<file path="src/rtl/msrv32_pkg.sv">
// Shared definitions for the msrv32 writeback path: source-select codes,
// writeback FSM states and the buffered entry layout.
package msrv32_pkg;

  localparam int XLEN   = 32;
  localparam int REG_AW = 5;
  localparam int SEL_W  = 3;

  localparam logic [SEL_W-1:0] WB_ALU     = 3'd0;
  localparam logic [SEL_W-1:0] WB_LU      = 3'd1;
  localparam logic [SEL_W-1:0] WB_IMM     = 3'd2;
  localparam logic [SEL_W-1:0] WB_IADDER  = 3'd3;
  localparam logic [SEL_W-1:0] WB_CSR     = 3'd4;
  localparam logic [SEL_W-1:0] WB_PC_PLUS = 3'd5;

  typedef enum logic {
    IDLE    = 1'b0,
    WAIT_LU = 1'b1
  } wb_state_t;

  typedef struct packed {
    logic [REG_AW-1:0] rd;
    logic              wr_en;
    logic [XLEN-1:0]   data;
  } wb_entry_t;

  // Codes above WB_PC_PLUS carry no source; such entries must never write.
  function automatic logic sel_is_defined(input logic [SEL_W-1:0] sel);
    return sel <= WB_PC_PLUS;
  endfunction

endpackage

</file>
<file path="src/rtl/msrv32_skid_buf.sv">
// Two-entry valid/ready FIFO. Ready is derived only from registered occupancy,
// so a pop while full raises push_ready_out one cycle later.
module msrv32_skid_buf #(
  parameter int WIDTH = 38
) (
  input  logic             clk_in,
  input  logic             rst_in,
  input  logic             flush_in,
  input  logic             push_valid_in,
  input  logic [WIDTH-1:0] push_data_in,
  output logic             push_ready_out,
  output logic             pop_valid_out,
  input  logic             pop_ready_in,
  output logic [WIDTH-1:0] pop_data_out,
  output logic [1:0]       count_out
);

  logic [WIDTH-1:0] r_mem [2];
  logic             r_wr_ptr;
  logic             r_rd_ptr;
  logic [1:0]       r_count;
  logic             w_push;
  logic             w_pop;

  // Handshake: a transfer happens on an edge where valid and ready are both 1.
  assign push_ready_out = (r_count != 2'd2);
  assign pop_valid_out  = (r_count != 2'd0);
  assign pop_data_out   = pop_valid_out ? r_mem[r_rd_ptr] : '0;
  assign count_out      = r_count;
  assign w_push         = push_valid_in & push_ready_out;
  assign w_pop          = pop_valid_out & pop_ready_in;

  always_ff @(posedge clk_in) begin
    if (!rst_in) begin
      r_mem[0] <= '0;
      r_mem[1] <= '0;
      r_wr_ptr <= 1'b0;
      r_rd_ptr <= 1'b0;
      r_count  <= 2'd0;
    end else if (flush_in) begin
      r_wr_ptr <= 1'b0;
      r_rd_ptr <= 1'b0;
      r_count  <= 2'd0;
    end else begin
      if (w_push) begin
        r_mem[r_wr_ptr] <= push_data_in;
        r_wr_ptr        <= ~r_wr_ptr;
      end
      if (w_pop) r_rd_ptr <= ~r_rd_ptr;
      case ({w_push, w_pop})
        2'b10:   r_count <= r_count + 2'd1;
        2'b01:   r_count <= r_count - 2'd1;
        default: r_count <= r_count;
      endcase
    end
  end

endmodule

</file>
<file path="src/rtl/msrv32_wb_pipe_unit.sv">
// Writeback stage: selects the result source, waits for load data when needed
// and queues {rd, wr_en, data} toward the register file through a skid buffer.
module msrv32_wb_pipe_unit
  import msrv32_pkg::*;
#(
  parameter int XLEN   = 32,
  parameter int REG_AW = 5,
  parameter int SEL_W  = 3
) (
  input  logic              clk_in,
  input  logic              rst_in,
  input  logic              flush_in,
  input  logic              in_valid_in,
  output logic              in_ready_out,
  input  logic [SEL_W-1:0]  wb_mux_sel_reg_in,
  input  logic [REG_AW-1:0] rd_addr_in,
  input  logic              rd_wr_en_in,
  input  logic              alu_src_reg_in,
  input  logic [XLEN-1:0]   rs2_in,
  input  logic [XLEN-1:0]   alu_result_in,
  input  logic [XLEN-1:0]   imm_reg_in,
  input  logic [XLEN-1:0]   iadder_out_reg_in,
  input  logic [XLEN-1:0]   csr_data_in,
  input  logic [XLEN-1:0]   pc_plus_4_reg_in,
  input  logic [XLEN-1:0]   lu_output_in,
  input  logic              lu_valid_in,
  output logic [XLEN-1:0]   alu_2nd_src_mux_out,
  output logic              wb_valid_out,
  input  logic              wb_ready_in,
  output logic [REG_AW-1:0] wb_rd_addr_out,
  output logic              wb_wr_en_out,
  output logic [XLEN-1:0]   wb_data_out,
  output wb_state_t         dbg_state_out,
  output logic [1:0]        dbg_occupancy_out
);

  localparam int EW = REG_AW + 1 + XLEN;

  wb_state_t         r_state;
  wb_state_t         w_state_next;
  logic [REG_AW-1:0] r_rd;
  logic              r_wr_en;
  logic [XLEN-1:0]   w_src_data;
  logic              w_wr_en_now;
  logic              w_accept;
  logic              w_push;
  logic [EW-1:0]     w_push_data;
  logic              w_skid_ready;
  logic [EW-1:0]     w_head;

  assign alu_2nd_src_mux_out = alu_src_reg_in ? rs2_in : imm_reg_in;

  always_comb begin
    w_src_data = '0;
    case (wb_mux_sel_reg_in)
      WB_ALU:     w_src_data = alu_result_in;
      WB_LU:      w_src_data = lu_output_in;
      WB_IMM:     w_src_data = imm_reg_in;
      WB_IADDER:  w_src_data = iadder_out_reg_in;
      WB_CSR:     w_src_data = csr_data_in;
      WB_PC_PLUS: w_src_data = pc_plus_4_reg_in;
      default:    w_src_data = '0;
    endcase
  end

  assign w_wr_en_now  = rd_wr_en_in & (rd_addr_in != '0) & sel_is_defined(wb_mux_sel_reg_in);
  assign in_ready_out = w_skid_ready & (r_state == IDLE);
  assign w_accept     = in_valid_in & in_ready_out & ~flush_in;

  // A load only enters WAIT_LU with a free slot, and nothing else pushes
  // until it completes, so the WAIT_LU push never needs to check ready.
  always_comb begin
    w_state_next = r_state;
    w_push       = 1'b0;
    w_push_data  = {rd_addr_in, w_wr_en_now, w_src_data};
    case (r_state)
      IDLE: begin
        if (w_accept) begin
          if (wb_mux_sel_reg_in == WB_LU && !lu_valid_in) w_state_next = WAIT_LU;
          else                                             w_push       = 1'b1;
        end
      end
      WAIT_LU: begin
        w_push_data = {r_rd, r_wr_en, lu_output_in};
        if (lu_valid_in) begin
          w_push       = 1'b1;
          w_state_next = IDLE;
        end
      end
      default: w_state_next = IDLE;
    endcase
    if (flush_in) w_state_next = IDLE;
  end

  always_ff @(posedge clk_in) begin
    if (!rst_in) begin
      r_state <= IDLE;
      r_rd    <= '0;
      r_wr_en <= 1'b0;
    end else begin
      r_state <= w_state_next;
      if (r_state == IDLE && w_state_next == WAIT_LU) begin
        r_rd    <= rd_addr_in;
        r_wr_en <= w_wr_en_now;
      end
    end
  end

  msrv32_skid_buf #(.WIDTH(EW)) u_skid (
    .clk_in         (clk_in),
    .rst_in         (rst_in),
    .flush_in       (flush_in),
    .push_valid_in  (w_push),
    .push_data_in   (w_push_data),
    .push_ready_out (w_skid_ready),
    .pop_valid_out  (wb_valid_out),
    .pop_ready_in   (wb_ready_in),
    .pop_data_out   (w_head),
    .count_out      (dbg_occupancy_out)
  );

  assign wb_rd_addr_out = w_head[EW-1 -: REG_AW];
  assign wb_wr_en_out   = w_head[XLEN];
  assign wb_data_out    = w_head[XLEN-1:0];
  assign dbg_state_out  = r_state;

endmodule

</file>
<file path="config.mk">
export PLATFORM = sky130hd
export DESIGN_NAME = msrv32_wb_pipe_unit
export DESIGN_NICKNAME = d
export VERILOG_FILES = /design/src/rtl/msrv32_pkg.sv /design/src/rtl/msrv32_skid_buf.sv /design/src/rtl/msrv32_wb_pipe_unit.sv
export SDC_FILE = /design/constraint.sdc
export NUM_CORES = 1
export LEC_CHECK = 0
export ABC_AREA = 1
export BUFFER_PORTS_ARGS = -buffer_cell sky130_fd_sc_hd__buf_2
export CORE_UTILIZATION = 45
export CTS_CLUSTER_SIZE = 16
export DETAILED_ROUTE_END_ITERATION = 8
export PLACE_DENSITY = 0.81
export SYNTH_ARGS = -nofsm -noshare
export SYNTH_HDL_FRONTEND = slang
export SYNTH_SLANG_ARGS = --single-unit
</file>
<file path="constraint.sdc">
create_clock -name clk_in -period 3 [get_ports clk_in]
set_clock_uncertainty 0.15 [all_clocks]
set_input_delay 0.45 -clock clk_in [delete_from_list [all_inputs] [get_ports clk_in]]
set_output_delay 0.45 -clock clk_in [all_outputs]
set_load 0.02 [all_outputs]
</file>
==> metrics.yaml <==
p_leak_nw: 4.14
cts_setup_buffers: 0
p_per_area_nw_per_um2: 401
dp_hpwl_um: 18000
synthFlopType: "edfxtp_1"
synthTopCellsByCount: "253 x nand2_1, 112 x a21oi_1, 102 x nand4_1"
crit_required_ps: 2400
syn2layout_area_growth_pct: 31.3
seqPwrFrac_pct: 40.7
min_period_ps: 2420
clkLatencyLatePin_ps: 340
wire_per_inst_um: 18.6
die-width_um: 122
ys_warn_count: 0
sw_frac_of_total_pct: 27.0
drtIter0Drc: 1195
chipHeight_um: 122
outcome: "complete, no violations"
maxCapViolations: 0
grt_pass1_vias: 6835
setup_tns_ps: 0
dieArea_um2: 14900
dp_slack_ps: 533
rsz0062_at_grt: "no"
core_area_um2: 14000
vias_per_cell: 5.73
cts-hold-fix-buffers: 0
syn_nets: 1154
critPathTopFamily: "buffers and inverters"
slew_headroom_pct: 23.0
critPathLaunchType: "register"
cp.arrival_ps: 1820
power_frac_clock_pct: 37.7
synthTopCellsByArea: "edfxtp_1 35%, nand2_1 15%, nand4_1 9.8%, a21oi_1 8.6%, mux2_2 5.6%"
clk_path_buf_depth: 2
worstPathMaxFanout: 33
grt_max_degree: 100
num-nets-final: 1419
grt_pass1_wl_um: 37700
grt_use_total_pct: 33.6
initial_core_util_pct: 46.4
max_freq_mhz: 414
r2r-start: "u_skid.count_out[1]$_SDFFE_PP0P_"
antenna_found_initial: 12
port_buffers: 314
p_int_mw: 2.49
placed_area_um2: 8150
regToRegSetupSlack_ps: 930
crit_cells: 5
dr_total_vias: 7871
synthCells: 913
cts_resized: 0
yosysTopAreaCell: "edfxtp_1"
dr.pass1.iters: 5
grt_overflow: 0
finalHoldViolCount: 0
hp-class: "input pin to register"
fillers: 1314
num_rows: 43
crit_slowest_cell: "buf_4"
final_layout_size_suffix_gt1_share_pct: 32.7
path_class: "register to primary output"
report.final.setup_viol: 0
worstPathCellList: "inv_1, buf_4, nand2_1, a21oi_1, buf_2"
final_area_um2: 8520
synth-seq-cells: 88
comb_power_share_pct: 21.6
ioPinCount: 315
ys_types: 24
cts_sinks: 88
r2r_end: "u_skid.count_out[1]$_SDFFE_PP0P_"
yosysMostFrequentCell: "nand2_1"
finalWorstSetupSlack_ps: 584
syn_avg_cell_area_um2: 7.10
drt_wl_total_um: 25600
cts_tree: "built"
setup.worst_path.end_class: "primary output"
r2r_cells: 9
slowest_delay_ps: 410
cts_buffers: 9
drc: 0
seq_area_frac_synth_pct: 38.9
switchingPower_mw: 0.923
cts_root_buf: "clkbuf_16"
ctsHtreeMaxLevel: 3
crit_end: "wb_data_out[10]"
yosys.area.top_type_share_pct: 35.2
period_share_pct: 80.5
tightest_slew_ps: 1150
place.gp.congestion: 0.971
path_clk_slew_ps: 60
syn-cell-area_um2: 6490
async_flop_share_pct: 0
ir_drop_uv: 281
path_buf_inv: 3
final_antenna_net_count: 0
finalMaxSlewViolations: 0
synth_edf_count: 76
registers in the layout, indices dropped and copies added, names as in the netlist, named ones only:
register / cells
r_rd: 5
u_skid.count_out: 2
dbg_state_out: 1
u_skid.r_rd_ptr: 1
u_skid.r_wr_ptr: 1
r_wr_en: 1
u_skid.r_mem: 76
metal layers:
layer  vias to the layer above  wire length, µm  global-route usage, %
met5                         -               13                      0
met4                         2              760                   14.6
met3                        72             2850                   8.24
met2                       541            11700                   50.2
met1                      3557            10300                   45.9
li1                       3699                -                      -
metrics by stage:
stage | std cells | util, % | hold WS, ps | total power [mW]
2_1_floorplan | 913 | - | 275 | 1.81
3_3_place_gp | 1347 | 58.3 | 285 | 2.13
3_5_place_dp | 1347 | 58.3 | 296 | 2.13
4_1_cts | 1363 | 60.7 | 226 | 3.40
5_1_grt | 1373 | 60.9 | 234 | 3.53
6_report | 1373 | 60.9 | 241 | 3.41
worst min-delay path by stage:
| stage | cells past startpoint | start | to | slack (ps) |
|---|---|---|---|---|
| finish | 3 | rd_addr_in[0] | r_rd[0]$_SDFFE_PN0P_ | 240 |
| floorplan | 1 | u_skid.r_rd_ptr$_SDFFE_PP0P_ | register | 280 |
| detailed placement | 1 | u_skid.r_rd_ptr$_SDFFE_PP0P_ | u_skid.r_rd_ptr$_SDFFE_PP0P_ | 300 |
| global route | 3 | rd_addr_in[4] | r_rd[4]$_SDFFE_PN0P_ | 230 |
| CTS | 3 | rd_addr_in[2] | r_rd[2]$_SDFFE_PN0P_ | 230 |
| global placement | 1 | u_skid.r_rd_ptr$_SDFFE_PP0P_ | u_skid.r_rd_ptr$_SDFFE_PP0P_ | 280 |
power groups by stage:
stage	Clock [mW]	Combinational (mW)	Sequential, mW
CTS	1.29	0.724	1.39
finish	1.29	0.737	1.39
floorplan	0	0.395	1.41
global placement	0	0.715	1.41
global route	1.34	0.797	1.39
detailed placement	0	0.719	1.41
tightest hold or removal path, delay by kind of cell:
kind | cells | cell delay (ps)
compound gates | 1 | 120
buf+inv | 2 | 120
cell type report:
class | instances | area [µm²] | share of cell area [%]
antenna | 10 | 25.0 | 0.294
clock buffer | 13 | 250 | 2.94
clock inverter | 3 | 90.1 | 1.06
inverter | 76 | 285 | 3.35
multi-input combinational | 669 | 3350 | 39.3
sequential | 88 | 2520 | 29.6
tap | 180 | 225 | 2.64
timing repair buffer | 334 | 1770 | 20.8
placed cells by master, fill, tap and decap left out:
cell and n:
o211a_1 1, nand2_1 251, dfxtp_1 12, bufinv_16 3, nand2_2 2, nand3_2 1
clkbuf_8 1, buf_12 4, ha_1 1, diode_2 10, nand4_1 102, inv_1 73
o21a_1 2, a21oi_1 112, clkbuf_16 9, mux2i_1 2, clkbuf_1 3, edfxtp_1 76
nand3_1 68, nor3_1 2, inv_2 2, buf_2 314, nor2_2 1, nor2_1 49
o21ai_1 16, buf_4 16, o21ai_0 25, mux2_2 32, nor2_4 2, clkinv_1 1
cell families after synthesis:
family	after synthesis	share of synthesized area [%]
mux	34	5.86
fa+ha+maj	1	0.193
buf+inv	156	9.74
compound gates	156	12.2
simple gates	478	33.1
flops	88	38.9
Note: power is estimated with default switching activity, not from simulation.
